**src/rtl/pc_unit_ras.sv**
```systemverilog
// Program-counter unit for the single-cycle MIPS core, with exception/EPC capture
// and a small circular return-address stack that predicts `jr $ra` targets.
module pc_unit_ras #(
  parameter int unsigned WIDTH      = 32,
  parameter logic [31:0] RESET_ADDR = 32'h0000_0000,
  parameter logic [31:0] EXC_VECTOR = 32'h8000_0180,
  parameter int unsigned RAS_DEPTH  = 4
) (
  input  logic             clk_i,
  input  logic             reset_i,
  input  logic             stall_i,
  input  logic [31:0]      instruction_i,
  input  logic             branch_i,
  input  logic             branch_ne_i,
  input  logic             zero_i,
  input  logic             jump_i,
  input  logic             jump_link_i,
  input  logic             jump_reg_i,
  input  logic             ret_i,
  input  logic [WIDTH-1:0] reg_target_i,
  input  logic             exception_i,
  input  logic             eret_i,
  output logic [WIDTH-1:0] addr_o,
  output logic [WIDTH-1:0] link_addr_o,
  output logic [WIDTH-1:0] epc_o,
  output logic             ras_empty_o,
  output logic             ras_full_o
);

  localparam int unsigned PtrW = $clog2(RAS_DEPTH);
  localparam int unsigned CntW = $clog2(RAS_DEPTH + 1);

  localparam logic [WIDTH-1:0] ResetAddr = WIDTH'(RESET_ADDR);
  localparam logic [WIDTH-1:0] ExcVector = WIDTH'(EXC_VECTOR);
  localparam logic [CntW-1:0]  CntMax    = CntW'(RAS_DEPTH);

  logic [WIDTH-1:0] addr_q, addr_d;
  logic [WIDTH-1:0] epc_q, epc_d;
  logic [PtrW-1:0]  ptr_q, ptr_d;
  logic [CntW-1:0]  cnt_q, cnt_d;
  logic [WIDTH-1:0] ras_q [RAS_DEPTH];

  logic [WIDTH-1:0] pc4, btarget, jtarget, ras_top;
  logic [PtrW-1:0]  top_idx;
  logic             taken, push, ras_empty, ras_full;
  logic             unused_instr;

  assign unused_instr = ^instruction_i[31:26];

  assign pc4     = addr_q + WIDTH'(4);
  assign btarget = pc4 + {{(WIDTH-18){instruction_i[15]}}, instruction_i[15:0], 2'b00};
  assign jtarget = {pc4[WIDTH-1:28], instruction_i[25:0], 2'b00};
  assign taken   = branch_i & (zero_i ^ branch_ne_i);

  // ptr_q addresses the next free slot, so the top lives one entry below it.
  assign top_idx   = ptr_q - PtrW'(1);
  assign ras_top   = ras_q[top_idx];
  assign ras_empty = (cnt_q == '0);
  assign ras_full  = (cnt_q == CntMax);

  always_comb begin
    addr_d = addr_q;
    epc_d  = epc_q;
    ptr_d  = ptr_q;
    cnt_d  = cnt_q;
    push   = 1'b0;
    if (exception_i) begin
      epc_d  = addr_q;
      addr_d = ExcVector;
    end else if (!stall_i) begin
      if (eret_i) begin
        addr_d = epc_q;
      end else if (ret_i) begin
        if (!ras_empty) begin
          addr_d = ras_top;
          ptr_d  = top_idx;
          cnt_d  = cnt_q - CntW'(1);
        end else begin
          addr_d = reg_target_i;
        end
      end else if (jump_reg_i) begin
        addr_d = reg_target_i;
      end else if (jump_i) begin
        addr_d = jtarget;
        push   = jump_link_i;
      end else if (taken) begin
        addr_d = btarget;
      end else begin
        addr_d = pc4;
      end
    end
    if (push) begin
      ptr_d = ptr_q + PtrW'(1);
      // When full the oldest entry is overwritten and the count saturates.
      cnt_d = ras_full ? cnt_q : cnt_q + CntW'(1);
    end
  end

  always_ff @(posedge clk_i or posedge reset_i) begin
    if (reset_i) begin
      addr_q <= ResetAddr;
      epc_q  <= '0;
      ptr_q  <= '0;
      cnt_q  <= '0;
      for (int i = 0; i < RAS_DEPTH; i++) begin
        ras_q[i] <= '0;
      end
    end else begin
      addr_q <= addr_d;
      epc_q  <= epc_d;
      ptr_q  <= ptr_d;
      cnt_q  <= cnt_d;
      if (push) begin
        ras_q[ptr_q] <= pc4;
      end
    end
  end

  assign addr_o      = addr_q;
  assign link_addr_o = pc4;
  assign epc_o       = epc_q;
  assign ras_empty_o = ras_empty;
  assign ras_full_o  = ras_full;

endmodule

```
**config.mk**
```make
export PLATFORM = sky130hd
export DESIGN_NAME = pc_unit_ras
export DESIGN_NICKNAME = d
export VERILOG_FILES = /design/src/rtl/pc_unit_ras.sv
export SDC_FILE = /design/constraint.sdc
export NUM_CORES = 1
export LEC_CHECK = 0
export CAP_MARGIN = 20
export CORE_UTILIZATION = 40
export CTS_BUF_LIST = sky130_fd_sc_hd__clkbuf_2
export CTS_CLUSTER_SIZE = 28
export DETAILED_ROUTE_END_ITERATION = 7
export DONT_BUFFER_PORTS = 1
export HOLD_SLACK_MARGIN = 0.03
export PLACE_DENSITY_LB_ADDON = 0.3
export RECOVER_POWER = 100
export SLEW_MARGIN = 20
export SYNTH_ARGS = -nofsm -noshare
export SYNTH_HDL_FRONTEND = slang
export SYNTH_SLANG_ARGS = --single-unit
```
**constraint.sdc**
```tcl
create_clock -name clk_i -period 9 [get_ports clk_i]
set_input_delay 0.9 -clock clk_i [delete_from_list [all_inputs] [get_ports clk_i]]
set_output_delay 0.9 -clock clk_i [all_outputs]
set_load 0.02 [all_outputs]
```
## After elaboration in Yosys (flattened, before gate mapping)

Cells that the tools add are included.

- Add/sub/neg operators: 6
- Magnitude comparators: 3
- Equality and inequality tests: 7
- Multiplexer cells: 33
- Bitwise logic cells: 4
- Reductions and logical operators: 5

Operators with widths:

| cell | number |
|---|---|
| $mux W32 | 11 |
| $bwmux W128 | 1 |
| $bmux W32 S2 | 1 |
| $demux W32 S2 | 1 |
| $add A32 B3 Y32 const B | 1 |
| $add A32 B32 Y32 | 1 |
| $mux W3 | 7 |
| $mux W2 | 6 |
| $ne A2 B1 Y1 const B | 5 |
| $ge A3 B3 Y1 const B | 2 |
| $mux W1 | 6 |
| $not A2 Y3 | 2 |
| $reduce_and A6 Y1 | 1 |
| $reduce_and A5 Y1 | 1 |
| $add A3 B1 Y3 const B | 1 |
| $eq A3 B3 Y1 const B | 1 |
| $logic_not A3 Y1 | 1 |
| $lt A3 B1 Y1 const B | 1 |
| $sub A3 B1 Y3 const B | 1 |
| $add A2 B1 Y2 const B | 1 |
| $ne A2 B2 Y1 const B | 1 |
| $reduce_bool A2 Y1 | 1 |
| $sub A2 B1 Y2 const B | 1 |
| $and A1 B1 Y1 | 1 |
| 2 further kinds | 2 |

- Register bits after elaboration: 197
- Input bits: 76

## Depth between registers and ports, before layout

Gate-level depths: netlist of run 1.

- Depth in word-level cells: 10
- Mapped depth: 18

## Worst setup path before layout of run 1

Ideal clock, no wire load.

- Kind: register to register
- Start point: reg addr_q[2] (netlist: addr_o[2])
- End point: reg addr_q[29] (netlist: addr_o[29])
- Setup time: 0.094 ns
- Arrival time: 4.173 ns
- Required time: 8.906 ns
- Slack: 4.733 ns
- Cell stages (with the launch flop): 18
- Buffers on the path: 1
- Clock period less this slack: 4.267 ns
- Cells stage by stage: dfrtp_1 ha_1 and3_2 clkbuf_1 nand3_1 xor2_1 inv_1 ha_1 and2_1 a221o_1 a221oi_1 a21oi_1 a31oi_1 o211ai_1 a31oi_1 xor2_1 mux2_2 a211oi_1

- Longest elaborated chain between the ends: 9

Ends and longest elaborated chain:

| item | RTL line | text |
|---|---|---|
| from (decl) | 37 | `logic [WIDTH-1:0] addr_q, addr_d;` |
| from (signal assigned) | 101 | `addr_q <= ResetAddr;` |
| from (signal assigned) | 109 | `addr_q <= addr_d;` |
| $add A32 B3 Y32 | 50 | `assign pc4 = addr_q + WIDTH'(4);` |
| named net link_addr_o[12] | 24 | `output logic [WIDTH-1:0] link_addr_o,` |
| $add A32 B32 Y32 | 51 | `assign btarget = pc4 + {{(WIDTH-18){instruction_i[15]}}, instruction_i[15:0], 2'b00};` |
| $mux W32 | 86 | `end else if (taken) begin` |
| $mux W32 | 83 | `end else if (jump_i) begin` |
| $mux W32 | 81 | `end else if (jump_reg_i) begin` |
| $mux W32 | 73 | `end else if (ret_i) begin` |
| $mux W32 | 71 | `if (eret_i) begin` |
| $mux W32 | 70 | `end else if (!stall_i) begin` |
| $mux W32 | 67 | `if (exception_i) begin` |

The timed path passes the listed nets, and every way through them passes these cells. The select of a mux whose other input is x is not followed.
A chain may end at the register's enable or synchronous reset.

==> results of run 1 <==
-- flip-flops by register name, indices dropped and copies added, names as in the netlist --
signal / flops
ptr_q: 2
epc_o: 32
addr_o: 32
ras_q: 128
cnt_q: 3
-- power groups by stage --
| stage | combinational (W) | clock (W) | sequential (W) |
|---|---|---|---|
| after global placement | 0.000683 | 0 | 0.00108 |
| after global routing | 0.000754 | 0.000495 | 0.00108 |
| after CTS | 0.000691 | 0.000466 | 0.00106 |
| after floorplan | 0.000534 | 0 | 0.00105 |
| final | 0.000694 | 0.000455 | 0.00106 |
| after detailed placement | 0.000688 | 0 | 0.00108 |
-- routing by layer --
layer  vias to the layer above  global-route usage
met5                         -                   0
met4                         2              0.0827
met3                        59              0.0755
met2                       386               0.409
met1                      4767               0.344
li1                       4364                   -
-- kinds of logic (layout without fill, tap and decap cells) --
family,after synthesis,after routing,synth area share
other cells,0,4,0
flops,197,197,0.425
simple gates,371,371,0.143
mux,75,75,0.104
buf+inv,128,97,0.0464
fa+ha+maj,42,42,0.0466
compound gates,372,372,0.192
xor+xnor,57,57,0.0430
-- critical path, cell delays in order --
cell and delay [ns]:
dlygate4sd3_1 0.55, clkinvlp_2 3.03, clkbuf_2 1.75
-- cell type report --
| type | count | area share |
|---|---|---|
| inverters | 49 | 0.0154 |
| diodes | 4 | 0.000831 |
| well taps | 378 | 0.0393 |
| flip-flops and latches | 197 | 0.409 |
| multi-input cells | 917 | 0.508 |
| repair buffers | 16 | 0.00831 |
| clock buffers | 18 | 0.00748 |
| clock inverters | 14 | 0.0116 |
-- path summary, 6_finish.rpt --
| kind | slack [ns] | end | start | cells after the start |
|---|---|---|---|---|
| min in group asynchronous | 2.13 | addr_o[1] | reset_i | 2 |
| hold / removal | 0.14 | addr_o[30] | exception_i | 1 |
| setup / recovery | 3.24 | ras_q[64] | reset_i | 3 |
| hold reg to reg | 0.51 | cnt_q[2] | cnt_q[2] | 1 |
| max in group clk_i | 3.53 | addr_o[29] | addr_o[2] | 15 |
| setup reg to reg | 3.53 | addr_o[29] | addr_o[2] | 15 |
-- what timing repair did --
| action | in CTS | in global routing |
|---|---|---|
| hold endpoints to repair | 36 | 0 |
| gates resized for setup | 0 | 0 |
| hold buffers | 2 | 0 |
-- layout by cell type (no fill, tap or decap), types with 24 or more instances in the layout --
cell / n
dfrtp_1: 196
nor3_1: 24
xnor2_1: 27
a21oi_1: 48
inv_1: 47
nand2_1: 203
mux4_2: 32
mux2_2: 42
a211oi_1: 24
o21ai_0: 188
nor2_1: 65
xor2_1: 30
ha_1: 40
-- stage by stage --
stage | utilization | instances | hold WS, ns | area, um2
floorplan | - | 1242 | 0.445 | 11600
global placement | 0.420 | 1555 | 0.456 | 11800
detailed placement | 0.420 | 1555 | 0.467 | 11800
CTS | 0.429 | 1589 | 0.0364 | 12100
global route | 0.427 | 1591 | 0.0337 | 12000
finish | 0.428 | 1593 | 0.140 | 12000
==> out/metrics.yaml, run 1 <==
status: "complete, but fails checks"
violations: "capacitance limit, slew limit"
synth_top_area_share: 0.425
nets: 1316
gp_congestion: 0.895
slew_violations: 409
pin_count: 174
synthTopCellsByArea: "dfrtp_1, o21ai_0, nand2_1, mux4_2, ha_1"
clk_latency_ns: 0.84
layout_setup_ws_ns: 3.24
wirelength_um: 37400
synth_most_common_cell: "nand2_1"
clk_pin_slew_ns: 0.35
cp_data_arrival_time_ns: 6.37
vias_per_cell: 6.01
cp_max_fo: 123
die_x_um: 172
layout_min_cycle_time_ns: 5.76
p_int_w: 0.00132
end_kind: "async pin"
finalPower_w: 0.00221
power.share.sequential: 0.481
rsz0062_at_grt: "false"
top_layer: "met5"
design.die.area_um2: 29700
fillers: 2797
fin_crit_sh: 0.640
final_hold_viol_count: 0
post_cts_buffers: 0
p_sw_w: 0.000896
synth_top_area_cell: "dfrtp_1"
path_class: "primary input to async pin"
cp-start-kind: "primary input"
drt_first_iter_violations: 766
h-tree-depth: 4
netlist_instances: 1242
antenna_found_initial: 3
synth_warnings: 0
slew_headroom: -2.76
async_flop_share: 1.00
drive_gt1_frac: 0.106
gr-total-overflow: 0
ir_drop_mv: 0.0928
rows: 61
syn_area_per_cell_um2: 9.34
seq_area_um2: 4930
ys_types: 71
finalSetupViolCount: 0
syn2layout_area_growth_pct: 3.81
cp.required_ns: 9.61
wl_met2_um: 17300
powerDensity_nw_per_um2: 184
clk_path_buf_depth: 2
route.met3.wl_um: 3390
drtPass1Iterations: 5
combPwrFrac: 0.314
maxCapViolations: 8
hpwl_um: 25600
coreArea_um2: 28200
grt_pass1_wl_um: 56900
antenna_left: 0
max_freq_ghz: 0.174
numPortBuffers: 0
wl_per_cell_um: 23.5
grt_pass1_vias: 9224
die_y_um: 172
grt_max_degree: 124
initial_utilization: 0.412
track_usage: 0.260
swShare: 0.405
synth-seq-cells: 197
synth_edf_count: 0
wirelength_met1_um: 15900
tightest_slew_ns: 5.63
pwr-share-clk: 0.206
fin_skew_ns: 0.0651
syn_nets: 1360
cts_sinks: 197
ctsRootBufferMaster: "clkbuf_2"
finalSetupTns_ns: 0
vias: 9578
ys.flop_type: "dfrtp_1"
min_path_type: "primary input to register"
p_leak_nw: 5.25
place_ws_ns: 3.76
cts_made_buffers: 17
tritoncts: "built"
netlist_top_cells_count: "nand2_1, dfrtp_1, o21ai_0"
drc: 0
multi_input_area_um2: 6110
syn_area_um2: 11600
ys_seq_area_frac: 0.425
Power figures use the tool's default switching activity.
==> inputs of run 2 (changes only) <==
- ABC_AREA: default -> 1
- clock period: 9 -> 4.8 ns (I/O delays scaled with it)
==> out/metrics.yaml, run 2 <==
netlist_top_cells_count: "nand2_1, o21ai_0, dfrtp_1, inv_1, nor2_1"  # was nand2_1, dfrtp_1, o21ai_0
syn2layout_area_growth_pct: 6.68  # was 3.81%
mostFrequentLayoutCells: "nand2_1, o21ai_0, inv_1"  # was nand2_1, dfrtp_1, o21ai_0
path_buf_inv: 3  # unchanged
final_area_um2: 13700  # was 12,000 um2
tritoncts: "built"  # unchanged
grt_max_degree: 104  # was 124
max_stage_delay_ns: 0.67  # was 3.03 ns
cpMostUsedCell: "nand2_1"
nets: 2027  # was 1,316
h-tree-depth: 4  # unchanged
gr-total-overflow: 0  # unchanged
synth-seq-cells: 197  # unchanged
design.die.area_um2: 32900  # was 29,700 um2
syn_area_per_cell_um2: 6.73  # was 9.34 um2
synth_most_common_cell: "nand2_1"  # unchanged
antenna_left: 0  # unchanged
coreArea_um2: 31600  # was 28,200 um2
seq_area_um2: 4940  # was 4930 um2
numPortBuffers: 0  # unchanged
cp_max_fo: 5  # was 123
fin_crit_sh: 0.969
ctsRootBufferMaster: "clkbuf_2"  # unchanged
min_path_type: "primary input to register"  # unchanged
ir_drop_mv: 0.407  # was 0.0928 mV
dp_cells: 2268  # was 1,555
reg2reg_to: "addr_o[20]"  # was addr_o[29]
cp.required_ns: 5.50  # was 9.61 ns
cts_sinks: 197  # unchanged
end_kind: "register"  # was async pin
multi_input_area_um2: 6830  # was 6110 um2
cp-start-kind: "register"  # was primary input
status: "complete, but fails checks"  # unchanged
ys_seq_area_frac: 0.383  # was 0.425
min_path_cells: 6  # was 1
instances_no_fill: 2331  # was 1,593
violations: "capacitance limit, slew limit"  # unchanged
slowest_stage: "dfrtp_1"  # was clkinvlp_2
syn_nets: 2030  # was 1,360
slew_violations: 258  # was 409
final_hold_viol_count: 0  # unchanged
final_common_cell: "nand2_1"  # unchanged
rows: 65  # was 61
drc: 0  # unchanged
synth_warnings: 0  # unchanged
vias: 13000  # was 9,578
slew_headroom: -0.761  # was -2.76
pin_count: 174  # unchanged
path_cells: "nand2_1 > nor2_1 > nand2_1 > xor2_1 > inv_1 > ha_1 > nand2_1 > inv_1 > a21oi_1 > nand3_1 > nand3_1 > nand2_1 > nand2_1 > nand3_1 > nand2_1 > nand2_1 > nand2_1 > dlygate4sd3_1 > nand2_1 > nand2_1 > nand2_1"  # was dlygate4sd3_1 > clkinvlp_2 > clkbuf_2
max_freq_ghz: 0.215
clk_path_buf_depth: 2  # unchanged
r2r_slack_ns: 0.15  # was 3.53 ns
dpl_cell_area_um2: 13300  # was 11,800 um2
drtPass1Iterations: 6  # was 5
p_leak_nw: 6.81  # was 5.25 nW
die_x_um: 181  # was 172 um
rr_startpoint: "addr_o[6]"  # was addr_o[2]
clk_latency_ns: 0.80  # was 0.84 ns
syn_area_um2: 12900  # was 11,600 um2
wirelength_um: 49300  # was 37,400 um
holdPathEnd: "addr_o[2]"  # was addr_o[30]
hpwl_um: 36800  # was 25,600 um
tightest_slew_ns: 2.64  # was 5.63 ns
die_y_um: 181  # was 172 um
finalSetupTns_ns: 0  # unchanged
crit_family: "simple AND/OR/NAND/NOR gates"  # was buffers and inverters
gp_congestion: 0.956  # was 0.895
synth_top_area_share: 0.383  # was 0.425
ys_types: 44  # was 71
track_usage: 0.301  # was 0.260
synth_edf_count: 0  # unchanged
ys.flop_type: "dfrtp_1"  # unchanged
cp.depth: 21  # was 3
synthTopCellsByArea: "dfrtp_1, nand2_1, o21ai_0, inv_1, nand3_1"  # was dfrtp_1, o21ai_0, nand2_1, mux4_2, ha_1
fin_skew_ns: 0.0765  # was 0.0651 ns
rsz0062_at_grt: "false"  # unchanged
layout_min_cycle_time_ns: 4.65
grt_pass1_wl_um: 74300  # was 56,900 um
clk_pin_slew_ns: 0.34  # was 0.35 ns
worstHoldStart: "reg_target_i[2]"  # was exception_i
vias_per_cell: 5.56  # was 6.01
fillers: 3329  # was 2,797
drive_gt1_frac: 0.0499  # was 0.106
maxCapViolations: 5  # was 8
async_flop_share: 1.00  # unchanged
largest-register: "ras_q"  # unchanged
path_class: "register to register"  # was primary input to async pin
cp_data_arrival_time_ns: 5.35  # was 6.37 ns
netlist_instances: 1912  # was 1,242
antenna_found_initial: 6  # was 3
drt_first_iter_violations: 1266  # was 766
powerDensity_nw_per_um2: 397  # was 184 nW/um2
synth_top_area_cell: "dfrtp_1"  # unchanged
wl_per_cell_um: 21.1  # was 23.5 um
grt_pass1_vias: 12200  # was 9,224
post_cts_buffers: 0  # unchanged
reg2reg_depth: 21  # was 15
initial_utilization: 0.407  # was 0.412
largest_reg_flops: 128  # unchanged
finalSetupViolCount: 0  # unchanged
cts_made_buffers: 17  # unchanged
fin_hold_ws_ns: 0.0662  # was 0.140 ns
==> run 2: cell count changes after synthesis, sizes merged, moves of 11 or more <==
cell    change
xor2       -13
and3       -14
inv       +153
mux4       -32
mux2       -41
nor2       +59
a211oi     -24
nand3      +87
a21oi      +44
nand2     +514
xnor2      -26
a21o       -11
o21ai      +28
nor3       -15
==> run 2: per-layer routing <==
layer	vias up	track usage	routed length, um
met5	-	0	0
met4	0	0.180	3250
met2	564	0.465	21700
li1	6163	-	-
met1	6106	0.375	20000
met3	128	0.0826	4310
==> run 2: power by group <==
part           leakage, nW  internal, W  switching [W]
sequential            2.63      0.00183       0.000245
combinational         4.04     0.000743        0.00182
clock                0.141     0.000166       0.000644
total                 6.81      0.00274        0.00271
==> run 2: cell families (layout without fill, tap and decap cells) <==
group	after synthesis	count (layout)	synth area share
AO/OA/AOI/OAI	383	383	0.164
XOR/XNOR	18	18	0.0128
adder cells (fa/ha/maj)	42	42	0.0420
buffers and inverters	286	296	0.0863
flip-flops	197	197	0.383
multiplexers	1	1	0.000875
other	0	7	0
AND/OR/NAND/NOR	985	985	0.311
==> run 2: what timing repair did <==
item | 4_1_cts | 5_1_grt
endpoints found under the hold margin | 76 | 1
endpoints found under the setup margin | 0 | 2
gates resized for setup | 0 | 9
hold buffers | 21 | 1
==> run 2: through the flow <==
stage / setup WS [ns] / power [W] / util
after CTS: 0.112 / 0.00543 / 0.435
after detailed placement: 0.667 / 0.00458 / 0.421
after floorplan: 1.52 / 0.00373 / -
after global routing: 0.00435 / 0.00579 / 0.434
after global placement: 0.682 / 0.00456 / 0.421
final: 0.150 / 0.00545 / 0.434
==> run 2: layout make-up <==
class,instances,share of cell area
repair buffers,59,0.0330
flip-flops and latches,197,0.359
multi-input cells,1429,0.497
clock inverters,14,0.00993
clock buffers,18,0.00656
inverters,205,0.0561
well taps,402,0.0366
diodes,7,0.00128
==> run 2: worst max path at each step <==
| stage | to | from |
|---|---|---|
| floorplan | addr_o[15] | addr_o[2] |
| global placement | addr_o[28] | addr_o[2] |
| detailed placement | addr_o[28] | addr_o[2] |
| CTS | addr_o[20] | addr_o[2] |
| global route | addr_o[20] | addr_o[6] |
| finish | addr_o[20] | addr_o[6] |
==> run 2: tightest hold or removal path, stage by stage <==
cell and delay, ns:
nand2_1 0.03, nand3_1 0.07, o211ai_1 0.09, nand2_1 0.07, nand2_1 0.04, o21ai_0 0.06
==> inputs of run 3 (changes only) <==
- CORE_UTILIZATION: 40 -> 50
- clock period: 4.8 -> 3.9 ns (I/O delays scaled with it)
==> out/metrics.yaml, run 3 (synthesis results as in run 2) <==
antenna_found_initial: 5  # was 6
cp_max_fo: 5  # unchanged
final_hold_viol_count: 0  # unchanged
ir_drop_mv: 1.19  # was 0.407 mV
dpl_cell_area_um2: 13600  # was 13,300 um2
tritoncts: "built"  # unchanged
rr_startpoint: "addr_o[2]"  # was addr_o[6]
place_ws_ns: 0.330  # was 0.667 ns
drc: 0  # unchanged
cp_data_arrival_time_ns: 4.46  # was 5.35 ns
drtPass1Iterations: 8  # was 6
fillers: 2555  # was 3,329
endpoint: "addr_o[20]"  # unchanged
clk_pin_slew_ns: 0.31  # was 0.34 ns
die_x_um: 162  # was 181 um
grt_pass1_wl_um: 73900  # was 74,300 um
r2r_slack_ns: 0.17  # was 0.15 ns
worstHoldStart: "jump_i"  # was reg_target_i[2]
pin_count: 174  # unchanged
path_class: "register to register"  # unchanged
final_common_cell: "nand2_1"  # unchanged
seq_area_um2: 4930  # was 4940 um2
maxCapViolations: 3  # was 5
slew_violations: 161  # was 258
min_path_type: "primary input to register"  # unchanged
slew_headroom: -0.0911  # was -0.761
startpoint: "addr_o[2]"  # was addr_o[6]
final_area_um2: 14300  # was 13,700 um2
tightest_slew_ns: 1.64  # was 2.64 ns
rsz0062_at_grt: "false"  # unchanged
antenna_left: 0  # unchanged
rows: 58  # was 65
largest_reg_flops: 128  # unchanged
path_cells: "buf_4 > inv_2 > nor2_4 > nand2_1 > nor2_4 > xor2_1 > inv_1 > ha_1 > nand2_1 > inv_1 > a21oi_1 > nor2_1 > nor2_1 > nand2_1 > nand2_1 > nand3_1 > nand2_1 > nand2_1 > nand2_1 > nand2_1 > nand2_1 > nand2_1"  # was nand2_1 > nor2_1 > nand2_1 > xor2_1 > inv_1 > ha_1 > nand2_1 > inv_1 > a21oi_1 > nand3_1 > nand3_1 > nand2_1 > nand2_1 > nand3_1 > nand2_1 > nand2_1 > nand2_1 > dlygate4sd3_1 > nand2_1 > nand2_1 > nand2_1
vias_per_cell: 5.81  # was 5.56
track_usage: 0.376  # was 0.301
gp_congestion: 1.03  # was 0.956
layout_setup_ws_ns: 0.173  # was 0.150 ns
clk_path_buf_depth: 2  # unchanged
mostFrequentLayoutCells: "nand2_1, o21ai_0, inv_1"  # unchanged
h-tree-depth: 4  # unchanged
violations: "capacitance limit, slew limit"  # unchanged
initial_utilization: 0.510  # was 0.407
die_y_um: 162  # was 181 um
reg2reg_depth: 22  # was 21
coreArea_um2: 25300  # was 31,600 um2
cts_made_buffers: 17  # unchanged
status: "complete, but fails checks"  # unchanged
hpwl_um: 36100  # was 36,800 um
finalSetupViolCount: 0  # unchanged
cpMostUsedCell: "nand2_1"  # unchanged
p_leak_nw: 7.13  # was 6.81 nW
max_stage_delay_ns: 0.46  # was 0.67 ns
grt_max_degree: 198  # was 104
nets: 2110  # was 2,027
numPortBuffers: 0  # unchanged
vias: 13600  # was 13,000
wirelength_um: 48900  # was 49,300 um
clk_latency_ns: 0.84  # was 0.80 ns
drive_gt1_frac: 0.0648  # was 0.0499
layout_min_cycle_time_ns: 3.73  # was 4.65 ns
cp.required_ns: 4.63  # was 5.50 ns
wl_per_cell_um: 20.9  # was 21.1 um
grt_pass1_vias: 12500  # was 12,200
gr-total-overflow: 0  # unchanged
end_kind: "register"  # unchanged
largest-register: "ras_q"  # unchanged
design.die.area_um2: 26400  # was 32,900 um2
slowest_stage: "dfrtp_1"  # unchanged
cp-start-kind: "register"  # unchanged
max_freq_ghz: 0.268  # was 0.215 GHz
drt_first_iter_violations: 1680  # was 1,266
fin_crit_sh: 0.956  # was 0.969
fin_skew_ns: 0.0637  # was 0.0765 ns
reg2reg_to: "addr_o[20]"  # unchanged
syn2layout_area_growth_pct: 11.0  # was 6.68%
cts_sinks: 197  # unchanged
ctsRootBufferMaster: "clkbuf_2"  # unchanged
fin_hold_ws_ns: 0.0695  # was 0.0662 ns
powerDensity_nw_per_um2: 488  # was 397 nW/um2
finalSetupTns_ns: 0  # unchanged
multi_input_area_um2: 6830  # about the same
==> run 3: changes by cell type in the layout (fill, tap and decap cells not counted), moves of 2 or more <==
cell           previous run  this run
dlygate4sd3_1            22        49
inv_8                     3         1
clkbuf_1                 13        36
clkbuf_2                 21        23
buf_4                    19        51
diode_2                   7         5
inv_2                     1         3
clkinv_1                  5         3
clkinv_8                  2         6
==> run 3: worst min path at each step <==
| stage | to | slack (ns) | depth (start not counted) |
|---|---|---|---|
| after floorplan | cnt_q[2] | 0.44 | 1 |
| after global placement | ras_q[8] | 0.46 | 2 |
| after detailed placement | cnt_q[2] | 0.46 | 1 |
| after CTS | addr_o[17] | 0.03 | 5 |
| after global routing | addr_o[9] | 0.05 | 6 |
| final | addr_o[6] | 0.07 | 6 |
==> run 3: timing repair <==
action	in CTS	in global routing
setup endpoints to repair	0	8
resized for setup	0	7
endpoints found under the hold margin	238	2
buffers inserted	0	1
hold buffers	48	1
==> run 3: layer usage <==
metal | track usage | wire length [um]
met1 | 0.499 | 19400
met2 | 0.567 | 21400
met3 | 0.0761 | 4860
met4 | 0.227 | 3200
met5 | 0 | 9
==> run 3: cell type report <==
cell class | instances | area share
antenna | 5 | 0.000876
clock buffer | 18 | 0.00630
clock inverter | 14 | 0.0131
inverter | 205 | 0.0541
multi-input combinational | 1429 | 0.478
sequential | 197 | 0.345
tap | 330 | 0.0289
timing repair buffer | 142 | 0.0731
==> run 3: through the flow <==
stage / std cells / utilization / total power (W)
after floorplan: 1912 / - / 0.00459
after global placement: 2252 / 0.540 / 0.00571
after detailed placement: 2252 / 0.540 / 0.00574
after CTS: 2332 / 0.570 / 0.00690
after global routing: 2338 / 0.566 / 0.00734
final: 2340 / 0.566 / 0.00698
==> run 3: critical path: cells and delay by family, from the launching register on <==
kind / cells / cell delay [ns]
AO/OA/AOI/OAI: 1 / 0.29
AND/OR/NAND/NOR: 15 / 1.64
flip-flops: 1 / 0.46
adder cells (fa/ha/maj): 1 / 0.36
XOR/XNOR: 1 / 0.40
buffers and inverters: 4 / 0.49
==> run 3: power by group <==
| part | switching (W) | internal [W] |
|---|---|---|
| clock network | 0.000823 | 0.000281 |
| registers | 0.000259 | 0.00225 |
| logic | 0.00236 | 0.00101 |
